$ cat src/rtl/wb_audio_rx_pkg.sv
// Shared constants for the serial-audio receiver: register map, bit positions
// and sample geometry.
package wb_audio_rx_pkg;

  localparam int unsigned SAMPLE_BITS = 16;

  localparam logic [1:0] REG_DATA   = 2'd0;
  localparam logic [1:0] REG_STATUS = 2'd1;
  localparam logic [1:0] REG_CTRL   = 2'd2;

  localparam int unsigned ST_EMPTY   = 0;
  localparam int unsigned ST_FULL    = 1;
  localparam int unsigned ST_OVF     = 2;
  localparam int unsigned ST_FERR    = 3;
  localparam int unsigned ST_EN      = 4;
  localparam int unsigned ST_LVL_LSB = 8;

  localparam int unsigned CTRL_EN    = 0;
  localparam int unsigned CTRL_CLR   = 1;
  localparam int unsigned CTRL_FLUSH = 2;

  typedef logic [SAMPLE_BITS-1:0] sample_t;

  function automatic logic [31:0] pack_pair(input sample_t l, input sample_t r);
    return {l, r};
  endfunction

endpackage

$ cat src/rtl/wb_audio_rx_if.sv
// Wishbone slave bus bundle for the audio receiver region.
interface wb_audio_rx_if;
  logic [31:0] slave_dat_i;
  logic [31:0] slave_dat_o;
  logic [13:0] adr_i;
  logic        cyc_i;
  logic        stb_i;
  logic        we_i;
  logic [3:0]  sel_i;
  logic        ack_o;
  logic        err_o;

  modport slave (
    input  slave_dat_i, adr_i, cyc_i, stb_i, we_i, sel_i,
    output slave_dat_o, ack_o, err_o
  );

  modport master (
    output slave_dat_i, adr_i, cyc_i, stb_i, we_i, sel_i,
    input  slave_dat_o, ack_o, err_o
  );
endinterface

$ cat src/rtl/audio_rx_fifo.sv
// Synchronous 32-bit FIFO with flush; a push while full is accepted only
// when a pop frees a slot in the same cycle.
module audio_rx_fifo #(
  parameter int unsigned DEPTH = 16
) (
  input  logic                       clk,
  input  logic                       rst,
  input  logic                       push,
  input  logic                       pop,
  input  logic                       flush,
  input  logic [31:0]                wdata,
  output logic [31:0]                rdata,
  output logic                       full,
  output logic                       empty,
  output logic [$clog2(DEPTH):0]     level
);
  localparam int unsigned AW = $clog2(DEPTH);

  logic [31:0]   mem [DEPTH];
  logic [AW-1:0] wr_ptr;
  logic [AW-1:0] rd_ptr;
  logic [AW:0]   count;
  logic          do_push;
  logic          do_pop;

  assign empty   = (count == '0);
  assign full    = (count == (AW+1)'(DEPTH));
  assign level   = count;
  assign rdata   = mem[rd_ptr];
  assign do_pop  = pop & ~empty;
  assign do_push = push & (~full | do_pop);

  always_ff @(posedge clk or posedge rst) begin
    if (rst) begin
      wr_ptr <= '0;
      rd_ptr <= '0;
      count  <= '0;
    end else if (flush) begin
      wr_ptr <= '0;
      rd_ptr <= '0;
      count  <= '0;
    end else begin
      if (do_push) wr_ptr <= wr_ptr + AW'(1);
      if (do_pop)  rd_ptr <= rd_ptr + AW'(1);
      case ({do_push, do_pop})
        2'b10:   count <= count + (AW+1)'(1);
        2'b01:   count <= count - (AW+1)'(1);
        default: count <= count;
      endcase
    end
  end

  always_ff @(posedge clk) begin
    if (do_push && !flush) mem[wr_ptr] <= wdata;
  end

endmodule

$ cat src/rtl/wb_audio_rx.sv
// Serial-audio capture: deserializes left-justified 16-bit stereo into {L,R}
// pairs buffered in a FIFO that the CPU drains over Wishbone.
module wb_audio_rx
  import wb_audio_rx_pkg::*;
#(
  parameter int unsigned FIFO_DEPTH = 16,
  parameter int unsigned IRQ_THRESH = 8
) (
  input  logic         clk_i,
  input  logic         rst_i,
  input  logic         bck_i,
  input  logic         lrclk_i,
  input  logic         data_i,
  wb_audio_rx_if.slave wb,
  output logic         irq_o
);
  localparam int unsigned LW = $clog2(FIFO_DEPTH) + 1;
  localparam int unsigned CW = $clog2(SAMPLE_BITS) + 1;

  logic [1:0]    bck_sync, lr_sync, dat_sync;
  logic          bck_d, bck_rise, lr_s, dat_s;
  logic          lr_prev, enable, left_valid, overflow, frame_err;
  logic [CW-1:0] cnt;
  sample_t       shreg, left_word;
  logic          close, store_left, push_pair, bad_word;
  logic          req, pop, ctrl_wr, clr_flags, flush, push;
  logic          full, empty, ack;
  logic [LW-1:0] level;
  logic [31:0]   head, dat_o, status;
  logic          unused_bits;

  assign lr_s     = lr_sync[1];
  assign dat_s    = dat_sync[1];
  assign bck_rise = bck_sync[1] & ~bck_d;

  assign req       = wb.cyc_i & wb.stb_i & ~ack;
  assign pop       = req & ~wb.we_i & (wb.adr_i[1:0] == REG_DATA) & ~empty;
  assign ctrl_wr   = req & wb.we_i & (wb.adr_i[1:0] == REG_CTRL) & wb.sel_i[0];
  assign clr_flags = ctrl_wr & wb.slave_dat_i[CTRL_CLR];
  assign flush     = ctrl_wr & wb.slave_dat_i[CTRL_FLUSH];

  assign wb.ack_o       = ack;
  assign wb.slave_dat_o = dat_o;
  assign wb.err_o       = 1'b0;
  assign unused_bits    = ^{wb.adr_i[13:2], wb.slave_dat_i[31:3], wb.sel_i[3:1]};

  // A zero count marks "not yet aligned": bits are only shifted after a word
  // boundary, so the word in flight at enable closes silently with count 0.
  always_comb begin
    close      = bck_rise & enable & (lr_s != lr_prev);
    store_left = close & (cnt == CW'(SAMPLE_BITS)) & ~lr_prev;
    push_pair  = close & (cnt == CW'(SAMPLE_BITS)) & lr_prev & left_valid;
    bad_word   = close & (cnt != '0) & ~store_left & ~push_pair;
    push       = push_pair & ~flush;
  end

  always_comb begin
    status                   = '0;
    status[ST_EMPTY]         = empty;
    status[ST_FULL]          = full;
    status[ST_OVF]           = overflow;
    status[ST_FERR]          = frame_err;
    status[ST_EN]            = enable;
    status[ST_LVL_LSB +: 8]  = 8'(level);
  end

  always_ff @(posedge clk_i or posedge rst_i) begin
    if (rst_i) begin
      bck_sync <= '0;
      lr_sync  <= '0;
      dat_sync <= '0;
      bck_d    <= 1'b0;
    end else begin
      bck_sync <= {bck_sync[0], bck_i};
      lr_sync  <= {lr_sync[0], lrclk_i};
      dat_sync <= {dat_sync[0], data_i};
      bck_d    <= bck_sync[1];
    end
  end

  always_ff @(posedge clk_i or posedge rst_i) begin
    if (rst_i) begin
      lr_prev    <= 1'b0;
      cnt        <= '0;
      shreg      <= '0;
      left_word  <= '0;
      left_valid <= 1'b0;
    end else begin
      if (bck_rise) lr_prev <= lr_s;
      if (!enable) begin
        cnt <= '0;
      end else if (close) begin
        shreg <= {{(SAMPLE_BITS-1){1'b0}}, dat_s};
        cnt   <= CW'(1);
      end else if (bck_rise && cnt != '0 && cnt < CW'(SAMPLE_BITS)) begin
        shreg <= {shreg[SAMPLE_BITS-2:0], dat_s};
        cnt   <= cnt + CW'(1);
      end
      if (store_left) left_word <= shreg;
      if (flush || !enable)  left_valid <= 1'b0;
      else if (store_left)   left_valid <= 1'b1;
      else if (close)        left_valid <= 1'b0;
    end
  end

  always_ff @(posedge clk_i or posedge rst_i) begin
    if (rst_i) begin
      enable    <= 1'b0;
      overflow  <= 1'b0;
      frame_err <= 1'b0;
      ack       <= 1'b0;
      dat_o     <= '0;
      irq_o     <= 1'b0;
    end else begin
      if (ctrl_wr) enable <= wb.slave_dat_i[CTRL_EN];
      overflow  <= ~clr_flags & (overflow | (push & full & ~pop));
      frame_err <= ~clr_flags & (frame_err | bad_word);
      ack       <= req;
      if (req && !wb.we_i) begin
        case (wb.adr_i[1:0])
          REG_DATA:   dat_o <= empty ? '0 : head;
          REG_STATUS: dat_o <= status;
          REG_CTRL:   dat_o <= {31'b0, enable};
          default:    dat_o <= '0;
        endcase
      end
      irq_o <= enable & (level >= LW'(IRQ_THRESH));
    end
  end

  audio_rx_fifo #(.DEPTH(FIFO_DEPTH)) u_fifo (
    .clk   (clk_i),
    .rst   (rst_i),
    .push  (push),
    .pop   (pop),
    .flush (flush),
    .wdata (pack_pair(left_word, shreg)),
    .rdata (head),
    .full  (full),
    .empty (empty),
    .level (level)
  );

endmodule
$ cat src/flat_wrapper.sv
// flat-port wrapper written by rule: the top's interface ports become plain ports
module wb_audio_rx_flat import wb_audio_rx_pkg::*;
#(
  parameter int unsigned FIFO_DEPTH = 16,
  parameter int unsigned IRQ_THRESH = 8
)
  (clk_i, rst_i, bck_i, lrclk_i, data_i, irq_o, wb_slave_dat_i, wb_adr_i, wb_cyc_i, wb_stb_i, wb_we_i, wb_sel_i, wb_slave_dat_o, wb_ack_o, wb_err_o);
  wb_audio_rx_if wb_i ();
  input  logic clk_i;
  input  logic rst_i;
  input  logic bck_i;
  input  logic lrclk_i;
  input  logic data_i;
  output logic irq_o;
  input wire logic [$bits(wb_i.slave_dat_i)-1:0] wb_slave_dat_i;
  input wire logic [$bits(wb_i.adr_i)-1:0] wb_adr_i;
  input wire logic [$bits(wb_i.cyc_i)-1:0] wb_cyc_i;
  input wire logic [$bits(wb_i.stb_i)-1:0] wb_stb_i;
  input wire logic [$bits(wb_i.we_i)-1:0] wb_we_i;
  input wire logic [$bits(wb_i.sel_i)-1:0] wb_sel_i;
  output wire logic [$bits(wb_i.slave_dat_o)-1:0] wb_slave_dat_o;
  output wire logic [$bits(wb_i.ack_o)-1:0] wb_ack_o;
  output wire logic [$bits(wb_i.err_o)-1:0] wb_err_o;
  assign wb_i.slave_dat_i = wb_slave_dat_i;
  assign wb_i.adr_i = wb_adr_i;
  assign wb_i.cyc_i = wb_cyc_i;
  assign wb_i.stb_i = wb_stb_i;
  assign wb_i.we_i = wb_we_i;
  assign wb_i.sel_i = wb_sel_i;
  assign wb_slave_dat_o = wb_i.slave_dat_o;
  assign wb_ack_o = wb_i.ack_o;
  assign wb_err_o = wb_i.err_o;
  wb_audio_rx #(.FIFO_DEPTH(FIFO_DEPTH), .IRQ_THRESH(IRQ_THRESH)) u_core (.clk_i(clk_i), .rst_i(rst_i), .bck_i(bck_i), .lrclk_i(lrclk_i), .data_i(data_i), .wb(wb_i), .irq_o(irq_o));
endmodule
$ cat config.mk
export PLATFORM = sky130hd
export DESIGN_NAME = wb_audio_rx_flat
export DESIGN_NICKNAME = d
export VERILOG_FILES = /design/src/rtl/wb_audio_rx_pkg.sv /design/src/rtl/wb_audio_rx_if.sv /design/src/rtl/audio_rx_fifo.sv /design/src/rtl/wb_audio_rx.sv /design/src/flat_wrapper.sv
export SDC_FILE = /design/constraint.sdc
export NUM_CORES = 1
export LEC_CHECK = 0
export CAP_MARGIN = 20
export CORE_MARGIN = 2
export CORE_UTILIZATION = 25
export CTS_CLUSTER_SIZE = 28
export DETAILED_ROUTE_END_ITERATION = 10
export DONT_BUFFER_PORTS = 1
export PLACE_DENSITY = 0.41
export SLEW_MARGIN = 25
export SYNTH_ARGS = -nofsm -noshare
export SYNTH_HDL_FRONTEND = slang
export SYNTH_SLANG_ARGS = --single-unit
$ cat constraint.sdc
create_clock -name clk_i -period 6.92 [get_ports clk_i]
set_clock_uncertainty 0.05 [all_clocks]
set_input_delay 0.692 -clock clk_i [delete_from_list [all_inputs] [get_ports clk_i]]
set_output_delay 0.692 -clock clk_i [all_outputs]
set_load 0.1 [all_outputs]
; Yosys cells after proc, flatten, opt, wreduce, memory -nomap -nowiden
; Memories as Yosys holds them, arrays and structs flattened.
; Cells that the tools add are included.
[op_classes]
addsub = 5
mul = 0
div = 0
n_lt_le_gt_ge = 2
n_eq_ne = 8
n_shift = 0
n_mux = 18
bitwise = 42
reduce_logical = 17
[op_table]
columns = operator, n
row1 = $pmux 32 s3, 1
row2 = $mux 16, 2
row3 = $mux 32, 1
row4 = $and 1x1->1, 28
row5 = $mux 5, 4
row6 = $mux 4, 4
row7 = $not 1->1, 11
row8 = $add 5x1->5 const B, 2
row9 = $eq 5x5->1 const B, 2
row10 = $pmux 5 s2, 1
row11 = $add 4x1->4 const B, 2
row12 = $reduce_bool 2->1, 3
row13 = $reduce_bool 3->1, 2
row14 = $ge 5x4->1 const B, 1
row15 = $logic_not 5->1, 1
row16 = $lt 5x5->1 const B, 1
row17 = $mux 1, 5
row18 = $reduce_bool 5->1, 1
row19 = $sub 5x1->5 const B, 1
row20 = $eq 2x1->1 const B, 2
row21 = $eq 2x2->1 const B, 2
row22 = $logic_and 1x1->1, 4
row23 = $logic_not 1->1, 3
row24 = $ne 3x3->1 const B, 1
row25 = 5 further kinds, 7
[totals]
regBits = 96
latch_bits = 0
ramBits = 512
rom_bits = 0
inputBits = 58
output_inout_bits = 35
word_cells = 111
n_memories = 1
[mem_list]
columns = name, words, word_bits, read_ports, rd_ports_with_merged_regs, wr, line
row1 = u_core.u_fifo.mem, 16, 32, 1, 0, 1, audio_rx_fifo.sv:19  ; logic [31:0] mem [DEPTH];

; Longest topological paths before layout
; Gate-level depths: netlist of run 1.
[depth]
word_depth = 12
depth_mapped = 11
ltp_nobuf = 11

; Modules after synthesis
; Synthesis of run 1 repeated with hierarchy kept, for this count alone.
[unflattened]
cells_unflattened = 1096
hier_area_um2 = 23570.1
[by_module_without_submodules]
columns = module, n_inst, cells_each, area_per_inst_um2, seq_area_each_um2
row1 = audio_rx_fifo, 1, 827, 20231.9, 15700.1
row2 = wb_audio_rx, 1, 269, 3338.2, 2077.0

; Worst setup path before layout of run 1
; OpenSTA, ideal clock, no wires.
[synth_path]
kind = register -> register
startpoint = reg u_core.ack, in the netlist u_core.wb.ack_o
endpoint = mem u_core.u_fifo.mem[0][0] (enable)
setup_time_ps = 502
arrival_time_ps = 4811
t_required_ps = 6368
path_slack_ps = 1557
path_stages_with_launch = 6
n_path_buf = 1
period_less_slack_ps = 5363
cell_sequence = dfrtp_1 -> nand4bb_1 -> clkbuf_1 -> o211ai_1 -> nand3_1 -> nor4_1
[synth_via]
elab_chain_cells = 12
word_cells_on_any_way = 18
classes_between = mux (2) / bitwise (14) / reduce/logical (2)
[synth_rtl]
columns = item, line
row1 = "start, declared", wb_audio_rx.sv:27  ; logic full, empty, ack;
row2 = "start signal, assigned", wb_audio_rx.sv:118  ; ack <= req;
row3 = $not 1->1 *, wb_audio_rx.sv:36  ; assign req = wb.cyc_i & wb.stb_i & ~ack;
row4 = $and 1x1->1 *, wb_audio_rx.sv:36
row5 = $and 1x1->1 (3 in a row), wb_audio_rx.sv:38  ; assign ctrl_wr = req & wb.we_i & (wb.adr_i[1:0] == REG_CTRL) & wb.sel_i[0];
row6 = $and 1x1->1, wb_audio_rx.sv:40  ; assign flush = ctrl_wr & wb.slave_dat_i[CTRL_FLUSH];
row7 = $not 1->1, wb_audio_rx.sv:54  ; push = push_pair & ~flush;
row8 = $and 1x1->1, wb_audio_rx.sv:54
row9 = $and 1x1->1, audio_rx_fifo.sv:31  ; assign do_push = push & (~full | do_pop);
row10 = $logic_and 1x1->1 *, audio_rx_fifo.sv:54  ; if (do_push && !flush) mem[wr_ptr] <= wdata;
row11 = $mux 1 *, audio_rx_fifo.sv:54
row12 = $mux 1 (implied by the code) *, audio_rx_fifo.sv:54
row13 = "end, declared", audio_rx_fifo.sv:19
; Mark *: on every way between the ends. The rest lies on a longest branch, timed or not.

; Worst setup path in the final report of run 1
[layout_path]
startpoint = reg u_core.ack, in the netlist u_core.wb.ack_o
endpoint = mem u_core.u_fifo.mem[7][16] (enable)
; Same word-level chain as after synthesis.

==> results of run 1 <==
==> synthesized netlist by cell type (all sizes together) (8+ instances only) <==
master | number | area [µm²]
and2 | 31 | 193.9
o21ai | 12 | 60.05
dfrtp | 96 | 2402
a31oi | 8 | 50.05
nor2 | 24 | 90.09
nand2 | 23 | 86.33
a21oi | 36 | 180.2
clkbuf | 41 | 153.9
mux2 | 27 | 304.0
edfxtp | 512 | 15370
o22ai | 10 | 62.56
a22o | 37 | 324.1
a211oi | 26 | 200.2
mux2i | 44 | 440.4
buf | 29 | 158.9
mux4 | 118 | 2658
nor4 | 8 | 77.57
nand3 | 11 | 60.06
inv | 13 | 48.79
and3 | 9 | 57.56
ha | 11 | 137.6
==> what timing repair did <==
item                                   in CTS  in global routing
resized for setup                           0                  0
hold buffers                                1                  0
endpoints found under the hold margin      40                  0
==> metrics by stage <==
step           instances  util (%)  area (µm²)
6_report            2540     29.55       27660
5_1_grt             2539     29.55       27660
4_1_cts             2539     29.55       27660
3_5_place_dp        2408     27.12       25390
3_3_place_gp        2405     27.04       25320
2_1_floorplan       1196         -       23710
==> metal layers <==
| layer | share of wire (%) | vias up | global-route usage [%] |
|---|---|---|---|
| li1 | - | 4965 | - |
| met1 | 45 | 6283 | 16.89 |
| met2 | 49 | 180 | 20.97 |
| met3 | 3.3 | 89 | 2.276 |
| met4 | 2.1 | 2 | 3.748 |
| met5 | 0.023 | - | 0 |
==> sequential cells by signal, summed over array words and instances, names as in the netlist, 4 cells and up <==
signal and count:
u_core.shreg 16, u_core.u_fifo.wr_ptr 4, u_core.left_word 16, u_core.u_fifo.rd_ptr 4, u_core.cnt 5, u_core.u_fifo.level 5
u_core.u_fifo.mem 512, u_core.wb.slave_dat_o 32
==> power by group through the flow <==
stage	clock [mW]	combinational [mW]	sequential, mW
5_1_grt	3.90	0.959	4.49
6_report	3.65	0.872	4.46
3_5_place_dp	0	0.905	4.54
3_3_place_gp	0	0.901	4.54
2_1_floorplan	0	0.774	4.37
4_1_cts	3.75	0.907	4.47
==> worst max-delay path, stage by stage, from the launching register on <==
cell and delay, ns:
sky130_fd_sc_hd__dfrtp_1 0.77, sky130_fd_sc_hd__nand4bb_4 0.97, sky130_fd_sc_hd__o211ai_1 0.55, sky130_fd_sc_hd__nand3_1 0.38, sky130_fd_sc_hd__nor3b_1 0.49, sky130_fd_sc_hd__and2_2 0.73
sky130_fd_sc_hd__buf_4 0.40
==> area by class of cell <==
cell class	instances	area [µm²]	share of cell area (%)
clock inverters	31	315.3	1.140
well taps	1254	1569	5.672
inverters	13	53.80	0.1945
diodes	1	2.502	0.009047
clock buffers	99	1944	7.029
flip-flops and latches	608	17790	64.31
multi-input cells	505	5694	20.59
repair buffers	29	292.8	1.058
==> worst paths after layout <==
| kind | end | from |
|---|---|---|
| max | u_core.u_fifo.mem[7][16]$_DFFE_PP_ | u_core.wb.ack_o$_DFF_PP0_ |
| min | u_core.lr_sync[0]$_DFF_PP0_ | lrclk_i |
| max reg2reg | u_core.u_fifo.mem[7][16]$_DFFE_PP_ | u_core.wb.ack_o$_DFF_PP0_ |
| min reg2reg | u_core.bck_sync[1]$_DFF_PP0_ | u_core.bck_sync[0]$_DFF_PP0_ |
| max in group asynchronous | u_core.u_fifo.rd_ptr[1]$_DFFE_PP0P_ | rst_i |
| min in group asynchronous | u_core.wb.slave_dat_o[18]$_DFFE_PP0N_ | rst_i |
==> logic make-up (layout without fill, tap and decap cells) <==
| kind of cell | after synthesis | in the layout | synth area share [%] |
|---|---|---|---|
| compound gates | 159 | 159 | 4.760 |
| xor+xnor | 12 | 12 | 0.4433 |
| fa+ha+maj | 12 | 12 | 0.6649 |
| buf+inv | 83 | 172 | 1.525 |
| flops | 608 | 608 | 74.98 |
| mux | 189 | 189 | 14.35 |
| other cells | 1 | 2 | 0.01582 |
| simple gates | 132 | 132 | 3.261 |
==> reports/summary.md, run 1 <==
The worst hold slack came out at 0.08134 ns. The tools report the cell chosen for the clock root as sky130_fd_sc_hd__clkbuf_16. First-pass GRT wire length: 89,680 µm.

Measured along the y axis, the die boundary spans 312.0 µm. The clock network fraction of design power is 40.6%. Setup violations remaining at the end of the flow were counted as 0. For the number of levels in the clock H-tree, the log shows 3. The share of the Yosys chip area taken by registers is 74.98%.

The final route contains 11.52k vias. The logs give 93 for the count of pins on the block boundary and 33,830 µm for the HPWL after detailed placement. The post-synthesis area per instance is 19.82 µm². Setup repair after global routing left no endpoint under its margin.

Top achievable clock speed: 213.0 MHz. TritonCTS built the clock tree. The clock-pin slew on the worst setup and hold paths came out at 0.06 ns. For the maximum VDD drop, the log shows 0.2452 mV.

Using the TritonRoute via totals, the vias-per-cell ratio works out to 4.535. The number of design-rule violations left by the first detailed-router iteration is 768, and the number of global-route vias before repair is 12.52k. Buffers inserted during clock tree synthesis total 72. In this run, distinct cell masters in the synthesized netlist total 64. The post-route netlist has 24.05% of its cells at a drive strength greater than 1. The number of antenna violations at the first check in global routing is 1, and the wire length after detailed routing is 60,700 µm. Global routing consumed, over all layers together, 12.63% of the routing resources. The final worst-path cycle share was 67.85%; the number of flops mapped to enable cells by yosys was 512. For the count of max-cap constraint violations, the log shows 0.

The number of standard-cell rows in the floorplan is 112. The tightest min-delay check is of the input pin to flip-flop type. In this run the power density over the cells is 324.6 nW/µm². For this design, the sink count on the clock tree is 608. After detailed routing, the average wire length per cell comes to 23.90 µm.

The post-layout total power was 8.979 mW. Synthesis-stage register bit count: 608. Leaving out fill and tap cells, the most frequent cells in the layout are 512 x sky130_fd_sc_hd__edfxtp_1, 118 x sky130_fd_sc_hd__mux4_2, 93 x sky130_fd_sc_hd__dfrtp_1.

The worst max-slew margin expressed relative to the limit is 30.44%. The total of warnings raised by yosys was 0; the internal power contribution was 6.523 mW. Once routing completed, OpenROAD measured the worst setup slack at 2.224 ns.

Counting instances, the worst hold path has a depth of 0. The count of buffers added on input and output ports is 0. The detailed-routing iteration count for the pre-antenna-repair pass is 5. The total count of hold-check failures in the final report is 0, and the worst-case setup slack after placement is 2.086 ns. For this design the static power due to leakage is 9.801 nW. The number of buffers on the longest clock path is 3. The maximum number of pins on one net before global-route repair was 86; the relative contribution of sequential cells to total power was 49.7%. The synthesized area is 23,710 µm², and the post-synthesis net count is 1,266.

The number of routed nets with antenna violations was 0; the starting density of the core was 25.33%. The transition time of the tightest slew-check pin came out at 1.043 ns. The area of the die was 97,320 µm². The switching portion of total power was 27.35%; the final-layout fill cell count was 9,263. The critical path is of the flip-flop to flip-flop type. The flow ran to the end, and the final reports show no timing, DRC or antenna violations. The synthesis-to-layout area growth came out at 16.67%. Data on the critical path arrives at its endpoint at 4.91 ns. In the routed design, unresolved DRC markers number 0. Power dissipated by switching net loads: 2.456 mW. The run gives 0.60 ns as the insertion delay to the later sink of the worst-skew pair.

Measured along the x axis, the die boundary spans 312.0 µm. The peak fanout along the critical path was 36. For flop-to-flop paths, the worst setup slack is 2.22 ns. For the worst setup path, the data required time is 7.14 ns. STA classifies the critical path endpoint as a flip-flop.

The routability-driven placement congestion ratio is 0.7128. The setup TNS is 0 ns. For the number of slew-limit violations in the final report, the log shows 0. In the synthesized netlist the dominant register cell turns out to be sky130_fd_sc_hd__edfxtp_1.

At the end of the flow, the number of nets in the layout was 1,299. The library cell used most frequently in the layout, excluding fill and tap cells, is sky130_fd_sc_hd__edfxtp_1. After global routing the overflow that remains totals 0. Launching element type of the critical path: a flip-flop. The fraction of power consumed by combinational cells was 9.7%; the share of async-settable or async-resettable flops after synthesis was 15.79%.

The minimum clock period after layout is 4.696 ns. The buffers inserted during post-CTS setup optimization was 0; the number of cells on the worst reg-to-reg path was 6. The tools report the core footprint as 93,610 µm².

In the synthesized netlist, the number of instances is 1,196.
(Power assumes the default switching activity.)
==> inputs of run 2 (changes only) <==
==> constraint.sdc (replaced) <==
create_clock -name clk_i -period 4.8 [get_ports clk_i]
set_clock_uncertainty 0.05 [all_clocks]
set_input_delay 0.48 -clock clk_i [delete_from_list [all_inputs] [get_ports clk_i]]
set_output_delay 0.48 -clock clk_i [all_outputs]
set_load 0.1 [all_outputs]
==> run 2 against run 1 <==
Net effect: clock power is 42% higher; critical path type unchanged; non-clock buffer count increased by 24; setup slack worse by 1.1 ns; sequential power up 44%; largest power group unchanged; via count up 1.3%; cell area up 0.84%.
==> reports/summary.md, run 2 (synthesis gave the netlist of run 1 again) <==
Most common library cell in the layout ignoring fill and taps: sky130_fd_sc_hd__edfxtp_1. The share of total power dissipated in combinational logic is 10.3%. The internal portion of the total power is 9.345 mW.

The number of levels in the clock H-tree is 3, and the number of global-route vias before repair is 12.35k. The final worst-path cycle share was 77.22%. The detail route stage leaves a number of antenna-violating nets equal to 0. Clock tree synthesis inserted a total of 69 buffers.

The worst register-to-register path has a depth of 8. The total global routing track utilization was 12.54%. The clock network burns 40.1% of the power. For the setup TNS, the log shows 0 ns. The detailed router placed 11.67k vias in this run. The library cells used most frequently in the layout, excluding fill and tap cells, are 512 x sky130_fd_sc_hd__edfxtp_1, 118 x sky130_fd_sc_hd__mux4_2, 93 x sky130_fd_sc_hd__dfrtp_1. The run gives 49.6% as the relative contribution of sequential cells to total power.

The insertion delay to the later sink of the worst-skew pair came out at 0.62 ns. The average routed wire per standard cell was 23.80 µm. The CTS sink count is 608. The clock-pin slew on the worst setup and hold paths was 0.06 ns. The number of antenna violations at the first check in global routing was 1. The first global-routing pass estimated 89,100 µm of wire. The final layout contains 1,320 nets. For this run the aggregate overflow at the end of global routing stands at 0.

Across the VDD grid, the largest voltage drop is 0.2249 mV. Setup repair after global routing left no endpoint under its margin. OpenSTA, run right after detailed placement, puts the worst setup slack at 1.108 ns.

For this design the top-level I/O count stands at 93. The final setup violation count was 0. The tools report the core footprint as 93,610 µm². In the final layout, the share of cells above drive strength 1 is 25.19%. The logs give 29.80% for the utilization after layout and 35,520 µm for the HPWL after detailed placement. TritonCTS built the clock tree. The tools report the routability-driven placement congestion ratio as 0.7322.

Entering global routing, the biggest net connects 58 pins. The x dimension of the die is 312.0 µm. The root buffer cell chosen for the clock tree is sky130_fd_sc_hd__clkbuf_16. The power density over the cells is 463.9 nW/µm², and the leakage power is 9.931 nW.

The peak fanout along the critical path is 17, and the post-layout total power is 12.94 mW. The area of the die is 97,320 µm². STA classifies the critical path startpoint as a flip-flop.

The tools report the number of buffers on the longest clock path as 3. The logs give 30.36% for the worst max-slew margin expressed relative to the limit and 60,920 µm for the wire length after detailed routing. The smallest clock period supported by the final layout is computed as 3.706 ns. For this run, the detailed router's first-pass iteration total came to 4. The switching portion of total power is 27.78%, and the transition time of the tightest slew-check pin is 1.045 ns. The logs give 269.8 MHz for the top achievable clock speed and 25,610 µm² for the instance area at placement.

The arrival time at the worst endpoint is 3.95 ns, and the number of standard-cell rows in the floorplan is 112. The worst hold path belongs to the class input pin to flip-flop. The repair_antennas step left the layout with diodes totalling 0. The flow ran to the end, and the final reports show no timing, DRC or antenna violations. The least setup slack across all paths after layout is 1.094 ns. The worst hold path depth is 1, and the count of unresolved DRC violations after routing is 0.

Gates resized during post-CTS repair numbered 0. The area growth from synthesis to layout is 17.65%. Buffers placed on the I/O ports in this run total 0. The detailed router finished its first iteration with 946 violations.

Counting flops per register, the top entry is u_core.u_fifo.mem. The floorplan die height was 312.0 µm; the starting density of the core was 25.33%. The tools report the number of slew-limit violations in the final report as 0. Average via count per standard cell: 4.557. STA puts the critical path data required time at 5.05 ns.

The register with the most flip-flops in the layout has 512 of them. Across the run, the number of max-cap violations was 0. The run gives 0 as the total count of hold-check failures in the final report.

Kind of end point of the critical path: a flip-flop. Power dissipated by switching net loads: 3.595 mW. Once layout is done, the placed cells without fillers occupy 27,890 µm². The kind of critical path is flip-flop to flip-flop.
-- run 2: repair_timing --
action | CTS | global route
endpoints found under the hold margin | 62 | 0
hold buffers | 6 | 0
setup buffers | 0 | 0
-- run 2: area by class of cell --
cell class,instances,area [µm²]
flip-flops and latches,608,17790
clock buffers,90,1836
well taps,1254,1569
inverters,13,53.80
fillers,9204,65720
multi-input cells,505,5692
clock inverters,37,391.6
repair buffers,53,563.0
-- run 2: worst paths after layout --
path                                                   start  slack (ns)                                    end
worst max-delay path               u_core.cnt[0]$_DFFE_PP0P_        1.09    u_core.u_fifo.mem[11][26]$_DFFE_PP_
worst min-delay path                                wb_cyc_i        0.06              u_core.wb.ack_o$_DFF_PP0_
worst max register to register     u_core.cnt[0]$_DFFE_PP0P_        1.09    u_core.u_fifo.mem[11][26]$_DFFE_PP_
worst min register to register  u_core.dat_sync[0]$_DFF_PP0_        0.30           u_core.dat_sync[1]$_DFF_PP0_
max in group asynchronous                              rst_i        3.14        u_core.left_word[9]$_DFFE_PP0P_
min in group asynchronous                              rst_i        0.41  u_core.wb.slave_dat_o[25]$_DFFE_PP0N_
-- run 2: metal layers --
layer / routed length [µm] / global-route usage, %
met1: 27600 / 16.87
met3: 2665 / 2.435
met5: 0 / 0
met2: 29480 / 20.63
met4: 1173 / 3.617
-- run 2: power by group through the flow --
stage | clock [mW] | sequential, mW | combinational, mW
floorplan | 0 | 6.30 | 1.12
CTS | 5.35 | 6.44 | 1.39
global placement | 0 | 6.54 | 1.38
detailed placement | 0 | 6.55 | 1.38
finish | 5.19 | 6.42 | 1.33
global route | 5.54 | 6.45 | 1.47
-- run 2: worst max-delay path, cell delays in order, from the launching register on --
cell,delay [ns]
sky130_fd_sc_hd__dfrtp_1,0.42
sky130_fd_sc_hd__inv_1,0.07
sky130_fd_sc_hd__ha_1,0.13
sky130_fd_sc_hd__or3b_4,0.42
sky130_fd_sc_hd__or4_4,0.56
sky130_fd_sc_hd__nor3_4,0.35
sky130_fd_sc_hd__nand3b_1,0.38
sky130_fd_sc_hd__nor2_4,0.72
sky130_fd_sc_hd__buf_12,0.26
-- run 2: metrics by stage --
stage,hold WS [ns],cells
after floorplan,0.2812,1196
after global placement,0.2916,2427
after detailed placement,0.2925,2427
after CTS,0.02090,2560
after global routing,0.04230,2560
final,0.06106,2560
==> inputs of run 3 (changes only) <==
--- a/config.mk
+++ b/config.mk
@@ -11,7 +11,7 @@
 export CTS_CLUSTER_SIZE = 28
 export DETAILED_ROUTE_END_ITERATION = 10
 export DONT_BUFFER_PORTS = 1
-export PLACE_DENSITY = 0.41
+export PLACE_DENSITY = 0.43
 export SLEW_MARGIN = 25
 export SYNTH_ARGS = -nofsm -noshare
 export SYNTH_HDL_FRONTEND = slang
==> constraint.sdc (replaced) <==
create_clock -name clk_i -period 3.29 [get_ports clk_i]
set_clock_uncertainty 0.05 [all_clocks]
set_input_delay 0.329 -clock clk_i [delete_from_list [all_inputs] [get_ports clk_i]]
set_output_delay 0.329 -clock clk_i [all_outputs]
set_load 0.1 [all_outputs]
==> run 3 against run 2 <==
Net effect: register-to-register slack worse by 0.83 ns; via count increased by 0.75%; clock power up 46%; non-clock buffer count up 40; highest routed layer unchanged; wire length is essentially flat; worst hold slack worse by 0.0057 ns; critical path type unchanged; cell area is 2.1% higher; sequential share of layout area decreased by 1.3 points; first-iteration DRC count fell by 18%; final cell count increased by 1.6%; sequential power rose by 41%; global-route usage grew 0.16 points.
==> reports/summary.md, run 3 (synthesis gave the netlist of run 1 again) <==
The run finished with clean final reports. The path with the worst hold slack has its endpoint at u_core.left_valid$_DFFE_PP0P_. Number of global-route vias before repair: 12.46k. Setup repair after global routing left no endpoint under its margin. Counting cells, the worst reg-to-reg path comes to 11. Kind of end point of the critical path: a flip-flop. The maximum number of pins on one net before global-route repair is 82. Of the cells placed in the final design, the portion with a size suffix greater than 1 is 27.45%. Leaving out fill and tap cells, the most frequent cells in the layout are 512 x sky130_fd_sc_hd__edfxtp_1, 118 x sky130_fd_sc_hd__mux4_2, 92 x sky130_fd_sc_hd__dfrtp_1. The die covers 97,320 µm². The clock network fraction of design power is 39.7%. Terminus of the critical flop-to-flop path: u_core.u_fifo.level[4]$_DFFE_PP0P_. In this run the critical register-to-register path is launched from u_core.cnt[0]$_DFFE_PP0P_. Timing would allow up to 329.9 MHz. The die is 312.0 µm tall. The insertion delay to the later sink of the worst-skew pair came out at 0.63 ns.

The internal power of the cells totals 13.86 mW. The tool flagged a number of max-cap violations equal to 0. For flop-to-flop paths, the worst setup slack is 0.26 ns. The HPWL after detailed placement is 36,440 µm.

The tools report the cell chosen for the clock root as sky130_fd_sc_hd__clkbuf_16. Dividing the detail-routed via count by the number of cells gives 4.517. Walking the worst path, the cells encountered are inv_1, ha_1, or3b_4, nor4_4, nor2_1, fa_1, a21o_1, a21oi_1, nand3_1, o31ai_1, mux2i_1. The logs give 11.75k for the total vias in the final route and 71 for the number of CTS-inserted buffers. The number of slew-limit violations in the final report came out at 0. The synthesis-to-layout area growth is 20.12%. The wire length after detailed routing was 60,920 µm. Measured along the x axis, the die boundary spans 312.0 µm. The number of design-rule violations left by the first detailed-router iteration is 774. The total count of hold-check failures in the final report was 0; the number of flip-flops in the largest register was 512. The repair_antennas step left the layout with diodes totalling 0.

The dominant delay contributor by cell family on the critical path was simple AND/OR/NAND/NOR gates. For this design, the sink count on the clock tree is 608. The detailed-routing iteration count for the pre-antenna-repair pass came out at 5.

Switching portion of total power: 27.54%. The number of buffers added on ports is 0, and the final worst-path cycle share is 92.13%. The initialized floorplan defines 112 standard-cell rows.

The critical path crosses 11 cells after its start point. For the number of buffers on the longest clock path, the log shows 3. Summed over all cells, the static leakage comes to 10.21 nW.

The peak fanout along the critical path was 8. The worst hold path passes through 3 cells. For the maximum VDD drop, the log shows 0.3003 mV. The worst pin sits at a relative slew slack of 31.17%. For this run, the total global-route usage over all layers was measured as 12.71%. The average routed wire per standard cell was 23.41 µm. For the required time at the worst-slack endpoint, the log shows 3.76 ns. The count of unresolved DRC violations after routing came out at 0. In this run the most critical hold path is launched from wb_slave_dat_i[2]. The number of levels in the clock H-tree was 3; the transition time of the tightest slew-check pin was 1.032 ns. After the last flow step, the layout net total stands at 1,362. After clock tree synthesis, the clock-pin slew on the worst setup and hold paths is 0.05 ns. Leaving out fill and tap cells, the most frequent cell in the layout is sky130_fd_sc_hd__edfxtp_1. TritonCTS built the clock tree. The filler-free cell count of the finished design is 2,602. u_core.u_fifo.mem holds more flip-flops than any other register. Once the clock tree was built, the setup fixing pass inserted 0 buffers. For this configuration, the core starts out at a cell density of 25.33%.

Including well taps, the total number of placed cells is 2,463. The logs give 9,181 for the final-layout fill cell count and 89,750 µm for the first-pass GRT wire length. Setup violations remaining at the end of the flow were counted as 0. The kind of critical path is flip-flop to flip-flop. The slowest stage of the critical path is the sky130_fd_sc_hd__fa_1 cell. The tightest min-delay check is of the input pin to flip-flop type.

The core footprint was 93,610 µm²; the number of antenna violations at the first check in global routing was 1. Sum of buffers and inverters on the critical path: 1. The tools report the routability-driven placement congestion ratio as 0.7389. Launching element type of the critical path: a flip-flop. In this run the remaining antenna-violating nets after routing total 0. The remaining global-route overflow is 0, and the longest individual stage delay on the worst path is 0.45 ns. The power dissipated by switching net loads is 5.268 mW, and the fraction of power consumed by combinational cells is 12.8%. The power density over the cells was 671.8 nW/µm²; the arrival time at the worst endpoint was 3.50 ns. For the post-layout total power, the log shows 19.13 mW.

Of the total power, registers draw 47.4%. The count of pins on the block boundary was 93; the minimum clock period after layout was 3.031 ns.
## run 3: changes by cell type in the layout (fill, tap and decap cells not counted), sizes merged
cell,before,now
inv,19,15
bufinv,5,4
clkinv,23,30
buf,47,83
dlygate4sd3,6,10
## run 3: layout make-up
| cell class | instances | area [µm²] | area share [%] |
|---|---|---|---|
| clock buffers | 90 | 1908 | 6.700 |
| clock inverters | 39 | 356.6 | 1.252 |
| well taps | 1254 | 1569 | 5.509 |
| repair buffers | 93 | 1074 | 3.770 |
| flip-flops and latches | 608 | 17790 | 62.47 |
| inverters | 13 | 53.80 | 0.1889 |
| multi-input cells | 505 | 5728 | 20.11 |
## run 3: worst register-to-register path, delay by kind of cell (launching register included)
family,cells,cell delay [ns]
and+or+nand+nor,4,1.12
adders and majority gates,2,0.58
AOI/OAI and AO/OA,3,0.51
DFF,1,0.42
muxes,1,0.21
buffers and inverters,1,0.08
## run 3: stage by stage
step	setup slack [ns]	util [%]	hold slack [ns]	area, µm²	TNS (ns)
finish	0.2591	30.42	0.05540	28480	0
global route	0.1223	30.42	0.08644	28480	0
CTS	0.2701	30.42	0.02963	28480	0
detailed placement	0.2658	27.90	0.2847	26110	0
global placement	0.2646	27.90	0.2875	26110	0
floorplan	-0.5055	-	0.2812	23780	-64.70
## run 3: power by group through the flow
stage               Sequential, mW  Combinational, mW  Clock, mW
floorplan                     9.19               1.63          0
global placement              9.24               2.51          0
detailed placement            9.25               2.51          0
CTS                           9.09               2.53       7.83
global route                  9.10               2.68       8.13
finish                        9.07               2.46       7.60
## run 3: routing by layer
layer	wire, µm	vias to the layer above	part of all wire, %	GRT usage (%)
li1	-	5103	-	-
met1	28190	6338	46	17.61
met2	28810	216	47	20.10
met3	2441	97	4.0	2.608
met4	1480	0	2.4	3.835
met5	0	-	0	0
## run 3: worst max path at each step
stage	end	slack (ns)	from
global placement	u_core.u_fifo.level[4]$_DFFE_PP0P_	0.26	u_core.cnt[0]$_DFFE_PP0P_
finish	u_core.u_fifo.level[4]$_DFFE_PP0P_	0.26	u_core.cnt[0]$_DFFE_PP0P_
floorplan	u_core.u_fifo.mem[10][0]$_DFFE_PP_	-0.51	u_core.cnt[0]$_DFFE_PP0P_
global route	u_core.u_fifo.level[4]$_DFFE_PP0P_	0.12	u_core.cnt[0]$_DFFE_PP0P_
detailed placement	u_core.u_fifo.level[4]$_DFFE_PP0P_	0.27	u_core.cnt[0]$_DFFE_PP0P_
CTS	u_core.u_fifo.level[4]$_DFFE_PP0P_	0.27	u_core.cnt[0]$_DFFE_PP0P_
## run 3: repair_timing
action,4_1_cts,5_1_grt
gates resized for setup,0,0
hold buffers,10,0
endpoints found under the hold margin,88,0
